**config.mk**
```make
export PLATFORM = sky130hd
export DESIGN_NAME = multicycle_control
export DESIGN_NICKNAME = d
export VERILOG_FILES = /design/src/rtl/multicycle_control_pkg.sv /design/src/rtl/multicycle_control_alu_decoder.sv /design/src/rtl/multicycle_control.sv
export SDC_FILE = /design/constraint.sdc
export NUM_CORES = 1
export LEC_CHECK = 0
export ABC_CLOCK_PERIOD_IN_PS = 2600
export BUFFER_PORTS_ARGS = -buffer_cell sky130_fd_sc_hd__buf_2
export CAP_MARGIN = 20
export CORE_AREA = 2 2 77 79
export CTS_CLUSTER_SIZE = 12
export DETAILED_ROUTE_END_ITERATION = 6
export DIE_AREA = 0 0 79 81
export GPL_TIMING_DRIVEN = 0
export PLACE_DENSITY = 0.63
export SLEW_MARGIN = 15
export SYNTH_ARGS = -nofsm -noshare
export SYNTH_HDL_FRONTEND = slang
export SYNTH_SLANG_ARGS = --single-unit
```
**constraint.sdc**
```tcl
create_clock -name clk -period 2.6 [get_ports clk]
set_clock_uncertainty 0.2 [all_clocks]
set_input_delay 0.39 -clock clk [delete_from_list [all_inputs] [get_ports clk]]
set_output_delay 0.39 -clock clk [all_outputs]
set_load 0.1 [all_outputs]
```
**src/rtl/multicycle_control_pkg.sv**
```systemverilog
// ============================================================================
//  Module      : multicycle_control_pkg
//  Description : Shared state encoding, opcode and ALU code constants for the
//                multicycle RISC-V control unit.
//  Revision    : 1.0 - initial release
// ============================================================================
`default_nettype none

package multicycle_control_pkg;

    typedef logic [3:0] state_t;

    localparam state_t c_st_fetch    = 4'd0;
    localparam state_t c_st_decode   = 4'd1;
    localparam state_t c_st_memadr   = 4'd2;
    localparam state_t c_st_memread  = 4'd3;
    localparam state_t c_st_memwb    = 4'd4;
    localparam state_t c_st_memwrite = 4'd5;
    localparam state_t c_st_exec_r   = 4'd6;
    localparam state_t c_st_exec_i   = 4'd7;
    localparam state_t c_st_aluwb    = 4'd8;
    localparam state_t c_st_branch   = 4'd9;
    localparam state_t c_st_jal      = 4'd10;
    localparam state_t c_st_illegal  = 4'd11;

    localparam logic [6:0] c_op_load   = 7'b0000011;
    localparam logic [6:0] c_op_store  = 7'b0100011;
    localparam logic [6:0] c_op_rtype  = 7'b0110011;
    localparam logic [6:0] c_op_itype  = 7'b0010011;
    localparam logic [6:0] c_op_branch = 7'b1100011;
    localparam logic [6:0] c_op_jal    = 7'b1101111;

    localparam logic [3:0] c_alu_add  = 4'b0000;
    localparam logic [3:0] c_alu_sub  = 4'b0001;
    localparam logic [3:0] c_alu_and  = 4'b0010;
    localparam logic [3:0] c_alu_or   = 4'b0011;
    localparam logic [3:0] c_alu_xor  = 4'b0100;
    localparam logic [3:0] c_alu_slt  = 4'b0101;
    localparam logic [3:0] c_alu_sll  = 4'b0110;
    localparam logic [3:0] c_alu_srl  = 4'b0111;
    localparam logic [3:0] c_alu_sra  = 4'b1000;
    localparam logic [3:0] c_alu_sltu = 4'b1001;

    // ALUOp classes handed from the FSM to the ALU decoder
    localparam logic [1:0] c_aluop_add    = 2'b00;
    localparam logic [1:0] c_aluop_branch = 2'b01;
    localparam logic [1:0] c_aluop_func   = 2'b10;

    function automatic logic [1:0] imm_src_of(input logic [6:0] op);
        case (op)
            c_op_store:  imm_src_of = 2'b01;
            c_op_branch: imm_src_of = 2'b10;
            c_op_jal:    imm_src_of = 2'b11;
            default:     imm_src_of = 2'b00;
        endcase
    endfunction

endpackage

`default_nettype wire

```
**src/rtl/multicycle_control_alu_decoder.sv**
```systemverilog
// ============================================================================
//  Module      : alu_decoder
//  Description : Maps ALUOp class, funct3, funct7b5 and op[5] to ALU_Control.
//                Optional macro BRANCH_EXT_EN selects sltu for bltu/bgeu.
//  Revision    : 1.0 - initial release
// ============================================================================
`default_nettype none

module alu_decoder
    import multicycle_control_pkg::*;
#(
    parameter int ALUCTRL_W = 4
) (
    input  logic [1:0]           i_alu_op,
    input  logic [2:0]           i_funct3,
    input  logic                 i_funct7b5,
    input  logic                 i_op5,
    output logic [ALUCTRL_W-1:0] o_alu_control
);

    logic [3:0] w_code;

    always_comb begin
        w_code = c_alu_add;
        case (i_alu_op)
            c_aluop_branch: begin
`ifdef BRANCH_EXT_EN
                w_code = (i_funct3[2:1] == 2'b11) ? c_alu_sltu : c_alu_sub;
`else
                w_code = c_alu_sub;
`endif
            end
            c_aluop_func: begin
                case (i_funct3)
                    // Only R-type (op[5]=1) may subtract; I-type bit 30 is immediate data
                    3'b000:  w_code = (i_op5 && i_funct7b5) ? c_alu_sub : c_alu_add;
                    3'b001:  w_code = c_alu_sll;
                    3'b010:  w_code = c_alu_slt;
                    3'b011:  w_code = c_alu_sltu;
                    3'b100:  w_code = c_alu_xor;
                    3'b101:  w_code = i_funct7b5 ? c_alu_sra : c_alu_srl;
                    3'b110:  w_code = c_alu_or;
                    default: w_code = c_alu_and;
                endcase
            end
            default: w_code = c_alu_add;
        endcase
    end

    assign o_alu_control = ALUCTRL_W'(w_code);

endmodule

`default_nettype wire

```
**src/rtl/multicycle_control.sv**
```systemverilog
// ============================================================================
//  Module      : multicycle_control
//  Description : Multicycle RISC-V control FSM with retired-instruction count.
//                Optional macro BRANCH_EXT_EN adds bne/blt/bge/bltu/bgeu.
//  Revision    : 1.0 - initial release
// ============================================================================
`default_nettype none

module multicycle_control
    import multicycle_control_pkg::*;
#(
    parameter int ALUCTRL_W = 4,
    parameter int CNT_W     = 32
) (
    input  logic                 clk,
    input  logic                 reset,
    input  logic [6:0]           op,
    input  logic [2:0]           funct3,
    input  logic                 funct7b5,
    input  logic                 Zero,
    input  logic                 Negative,
    input  logic                 Overflow,
    input  logic                 mem_ready,
    output logic                 PCWrite,
    output logic                 AdrSrc,
    output logic                 MemWrite,
    output logic                 IRWrite,
    output logic                 RegWrite,
    output logic [1:0]           ResultSrc,
    output logic [1:0]           ALUSrcA,
    output logic [1:0]           ALUSrcB,
    output logic [1:0]           ImmSrc,
    output logic [ALUCTRL_W-1:0] ALU_Control,
    output logic [3:0]           state_dbg,
    output logic [CNT_W-1:0]     instr_retired,
    output logic                 illegal
);

    state_t           r_state;
    state_t           w_next;
    logic [CNT_W-1:0] r_retired;
    logic [1:0]       w_alu_op;
    logic             w_br_taken;
    logic             w_br_illegal;
    logic             w_unused_flags;

    always_comb begin
        w_next = r_state;
        case (r_state)
            c_st_fetch:    if (mem_ready) w_next = c_st_decode;
            c_st_decode: begin
                case (op)
                    c_op_load,
                    c_op_store:  w_next = c_st_memadr;
                    c_op_rtype:  w_next = c_st_exec_r;
                    c_op_itype:  w_next = c_st_exec_i;
                    c_op_branch: w_next = c_st_branch;
                    c_op_jal:    w_next = c_st_jal;
                    default:     w_next = c_st_illegal;
                endcase
            end
            c_st_memadr:   w_next = op[5] ? c_st_memwrite : c_st_memread;
            c_st_memread:  if (mem_ready) w_next = c_st_memwb;
            c_st_memwrite: if (mem_ready) w_next = c_st_fetch;
            c_st_exec_r,
            c_st_exec_i,
            c_st_jal:      w_next = c_st_aluwb;
            default:       w_next = c_st_fetch;
        endcase
    end

    // bltu/bgeu run sltu in the ALU, so Zero=0 means "less than unsigned"
    always_comb begin
        w_br_taken   = 1'b0;
        w_br_illegal = 1'b0;
        case (funct3)
            3'b000:  w_br_taken = Zero;
`ifdef BRANCH_EXT_EN
            3'b001:  w_br_taken = ~Zero;
            3'b100:  w_br_taken = Negative ^ Overflow;
            3'b101:  w_br_taken = ~(Negative ^ Overflow);
            3'b110:  w_br_taken = ~Zero;
            3'b111:  w_br_taken = Zero;
`endif
            default: w_br_illegal = 1'b1;
        endcase
    end

    assign w_unused_flags = Negative ^ Overflow;

    always_ff @(posedge clk or posedge reset) begin
        if (reset) begin
            r_state   <= c_st_fetch;
            r_retired <= '0;
        end else begin
            r_state <= w_next;
            if ((r_state != c_st_fetch) && (w_next == c_st_fetch))
                r_retired <= r_retired + CNT_W'(1);
        end
    end

    // FETCH enables are masked by reset so they drop the instant reset rises
    always_comb begin
        PCWrite   = 1'b0;
        AdrSrc    = 1'b0;
        MemWrite  = 1'b0;
        IRWrite   = 1'b0;
        RegWrite  = 1'b0;
        ResultSrc = 2'b00;
        ALUSrcA   = 2'b00;
        ALUSrcB   = 2'b00;
        w_alu_op  = c_aluop_add;
        illegal   = 1'b0;
        case (r_state)
            c_st_fetch: begin
                IRWrite   = mem_ready & ~reset;
                PCWrite   = mem_ready & ~reset;
                ALUSrcB   = 2'b10;
                ResultSrc = 2'b10;
            end
            c_st_decode: begin
                ALUSrcA = 2'b01;
                ALUSrcB = 2'b01;
            end
            c_st_memadr: begin
                ALUSrcA = 2'b10;
                ALUSrcB = 2'b01;
            end
            c_st_memread:  AdrSrc = 1'b1;
            c_st_memwb: begin
                ResultSrc = 2'b01;
                RegWrite  = 1'b1;
            end
            c_st_memwrite: begin
                AdrSrc   = 1'b1;
                MemWrite = 1'b1;
            end
            c_st_exec_r: begin
                ALUSrcA  = 2'b10;
                w_alu_op = c_aluop_func;
            end
            c_st_exec_i: begin
                ALUSrcA  = 2'b10;
                ALUSrcB  = 2'b01;
                w_alu_op = c_aluop_func;
            end
            c_st_aluwb:    RegWrite = 1'b1;
            c_st_branch: begin
                ALUSrcA  = 2'b10;
                w_alu_op = c_aluop_branch;
                PCWrite  = w_br_taken;
                illegal  = w_br_illegal;
            end
            c_st_jal: begin
                ALUSrcA = 2'b01;
                ALUSrcB = 2'b10;
                PCWrite = 1'b1;
            end
            c_st_illegal:  illegal = 1'b1;
            default: ;
        endcase
    end

    alu_decoder #(
        .ALUCTRL_W (ALUCTRL_W)
    ) u_alu_decoder (
        .i_alu_op      (w_alu_op),
        .i_funct3      (funct3),
        .i_funct7b5    (funct7b5),
        .i_op5         (op[5]),
        .o_alu_control (ALU_Control)
    );

    assign ImmSrc        = imm_src_of(op);
    assign state_dbg     = r_state;
    assign instr_retired = r_retired;

endmodule

`default_nettype wire

```
==> reports/qor.csv <==
metric,value,unit
outcome,"finished, violations left",
failing checks,setup timing,
Routed WL,5.80,mm
Max IR drop VDD,1080,µV
FMAX,359,MHz
Remaining DRCs,0,
Ports,71,
initial drt markers,86,
antenna violations before repair,0,
n_diodes,0,
crit end category,output port,
Final nets,339,
clock slew at reported path FFs,0.08,ns
Net Sw Frac,0.557,
chip width,79,µm
min cycle time layout,2.78,ns
critical path class,reg2out,
Syn Inst Count,226,
worst-margin pin slew,0.817,ns
largest net degree at the start of global routing,20,
Hold Fails Final Rpt,0,
effective utilization at floorplan,0.384,
Synth Area in Compound Gates,0.0786,
max_cap viols,0,
clock tree buffer depth,2,
Hold Path Class,in2reg,
# fillers,508,
Synth Area in Adders,0.0172,
vias in the first global route,1885,
Most used DFF post-synth,dfrtp_1,
post-synthesis mux area share,0.0103,
Core Rows,28,
worst reg2reg path endpoint,instr_retired[16],
Antenna Nets Post-Route,0,
H-tree depth,2,
layout cells sized above 1,0.538,
"commonest cells after routing, fill and taps aside","buf_2, xnor2_1, dfrtp_1",
vias per cell,5.17,
Min Hold Slack,0.215,ns
r2r startpoint,state_dbg[1],
crit start category,register,
worst relative slew slack,0.454,
largest family of logic cells by synthesized area,simple AND/OR/NAND/NOR gates,
end point of the critical path,ALU_Control[2],
DP HPWL,3.95,mm
NetSw,2.35,mW
clock sink total,36,
first-pass GRT wire length,9.30,mm
Critical Path Start,state_dbg[1],
CTS tree,done,
"most common cell after layout, fill and taps aside",buf_2,
Final Slew Violations,0,
RSZ-0062 raised after global routing,yes,
power share of the clock group,0.117,
Comb pwr share,0.700,
port bufs,67,
Post-synth EDFFs,0,
Reg power frac,0.183,
"Core Util, Final",0.601,
"FFs w/ async S/R, synth",1.00,
Post-Syn Area per Cell,9.64,µm²
synth warn,0,
Avg WL per Cell,14.7,µm
worst-case reg-to-reg path depth,9,
synthesis-to-layout area growth,56.5,%
Leakage Power,1.53,nW
overall routing resource usage,0.184,
Synth cell types,48,
Post-Synth Simple-Gate Area,0.313,
reg-to-reg setup timing slack,-0.02,ns
Syn Nets,246,
RD Place Congestion,0.766,
DRT Pass-1 Iters,4,
core area,0.00568,mm²
worst setup margin,-0.183,ns
"FF+latch count, synth",36,
Critical Path RT,2.01,ns
Worst EP arrival,2.19,ns
post-synthesis sequential area ratio,0.413,
Post-Synthesis Cell Area,0.00218,mm²
die height,81,µm
Pwr Total,4.23,mW
Worst-Skew Late Latency,0.29,ns
GRT Residual Overflow,0,
clock root buffer,clkbuf_8,
Final period util,1.07,
final setup fails,5,
CP max FO,2,
Int Pwr,1.87,mW
Die ar.,0.00640,mm²
Synth Area in XOR/XNOR,0.133,
Power Dens Cells,1240,mW/mm²
vias,2041,
number of CTS-inserted buffers,5,
flip-flops by register name (all words and copies together), names as in the netlist:
name / flops
state_dbg: 4
instr_retired: 32
cell type report:
type                       count  area [µm²]  share of cell area
inverter                       8        33.8             0.00990
timing repair buffer          88         626               0.183
tap                           75        93.8              0.0275
buffer                         8        80.1              0.0235
multi-input combinational    172        1540               0.450
clock buffer                   5        68.8              0.0202
sequential                    36         931               0.273
clock inverter                 3        42.5              0.0125
per-stage QoR:
step | TNS (ns) | setup slack [ns] | instances | area [µm²]
6_report | -0.480 | -0.183 | 395 | 3410
5_1_grt | -1.60 | -0.242 | 395 | 3410
4_1_cts | -0.551 | -0.328 | 386 | 3200
3_5_place_dp | -0.757 | -0.306 | 369 | 2840
3_3_place_gp | -1.51 | -0.513 | 368 | 2810
2_1_floorplan | -5.60 | -0.801 | 226 | 2380
layer usage:
metal	wire length, µm	GRT usage	part of all wire
met1	2610	0.246	0.45
met2	2880	0.309	0.50
met3	268	0.0433	0.046
met4	47	0.0362	0.0081
met5	0	0	0
timing repair:
item                       CTS  global route
cloned                       0             1
pin swaps                    7            16
hold buffers                 2             0
resized for setup           40            35
setup endpoints to repair   14            21
setup buffers               10             8
hold endpoints to repair    17             0
cells by family (layout without fill, tap and decap cells):
group                      count (synthesis)  count (layout)
xor gates and xnor gates                  33              33
DFF                                       36              36
AOI/OAI and AO/OA                         25              25
adders and majority gates                  3               3
and+or+nand+nor                          109             109
buffers and inverters                     18             112
muxes                                      2               2
worst max-delay path, stage by stage, from the launching register on:
cell	delay, ns
dfrtp_4	0.49
clkbuf_16	0.15
nand2b_4	0.13
or2_4	0.24
inv_2	0.06
ha_4	0.19
nand2b_4	0.15
a2111oi_4	0.21
buf_6	0.27
cells in the mapped netlist (3+ instances only):
cell      instances  area share
nor2b_1           5       0.014
xor2_1            6       0.024
nand4_1          12       0.034
dfrtp_1          36        0.41
nor2_1           13       0.022
o21ai_0           4      0.0092
and4_1            4       0.016
nor3_1            5       0.011
and3_1            8       0.023
nor4_1            4       0.011
nand2b_1          5       0.014
nand3_1          16       0.037
ha_1              3       0.017
inv_1             8       0.014
nor4b_1           3       0.012
clkbuf_1          8       0.014
xnor2_1          27        0.11
nand2_1          17       0.029
a21oi_1           9       0.021
worst min-delay path by stage:
| stage | start | endpoint | depth (start not counted) |
|---|---|---|---|
| after detailed placement | reset | instr_retired[22] | 2 |
| after global routing | op[4] | state_dbg[2] | 2 |
| after CTS | op[4] | state_dbg[2] | 2 |
| after floorplan | op[4] | state_dbg[2] | 1 |
| after global placement | instr_retired[31] | instr_retired[31] | 1 |
| final | op[4] | state_dbg[2] | 2 |
power groups by stage:
stage	registers (mW)	logic [mW]	clock network [mW]
floorplan	1.26	1.55	0
detailed placement	0.766	2.41	0
global route	0.795	3.10	0.531
global placement	0.764	2.38	0
finish	0.774	2.96	0.493
CTS	0.775	2.62	0.504
(Power assumes the default switching activity.)
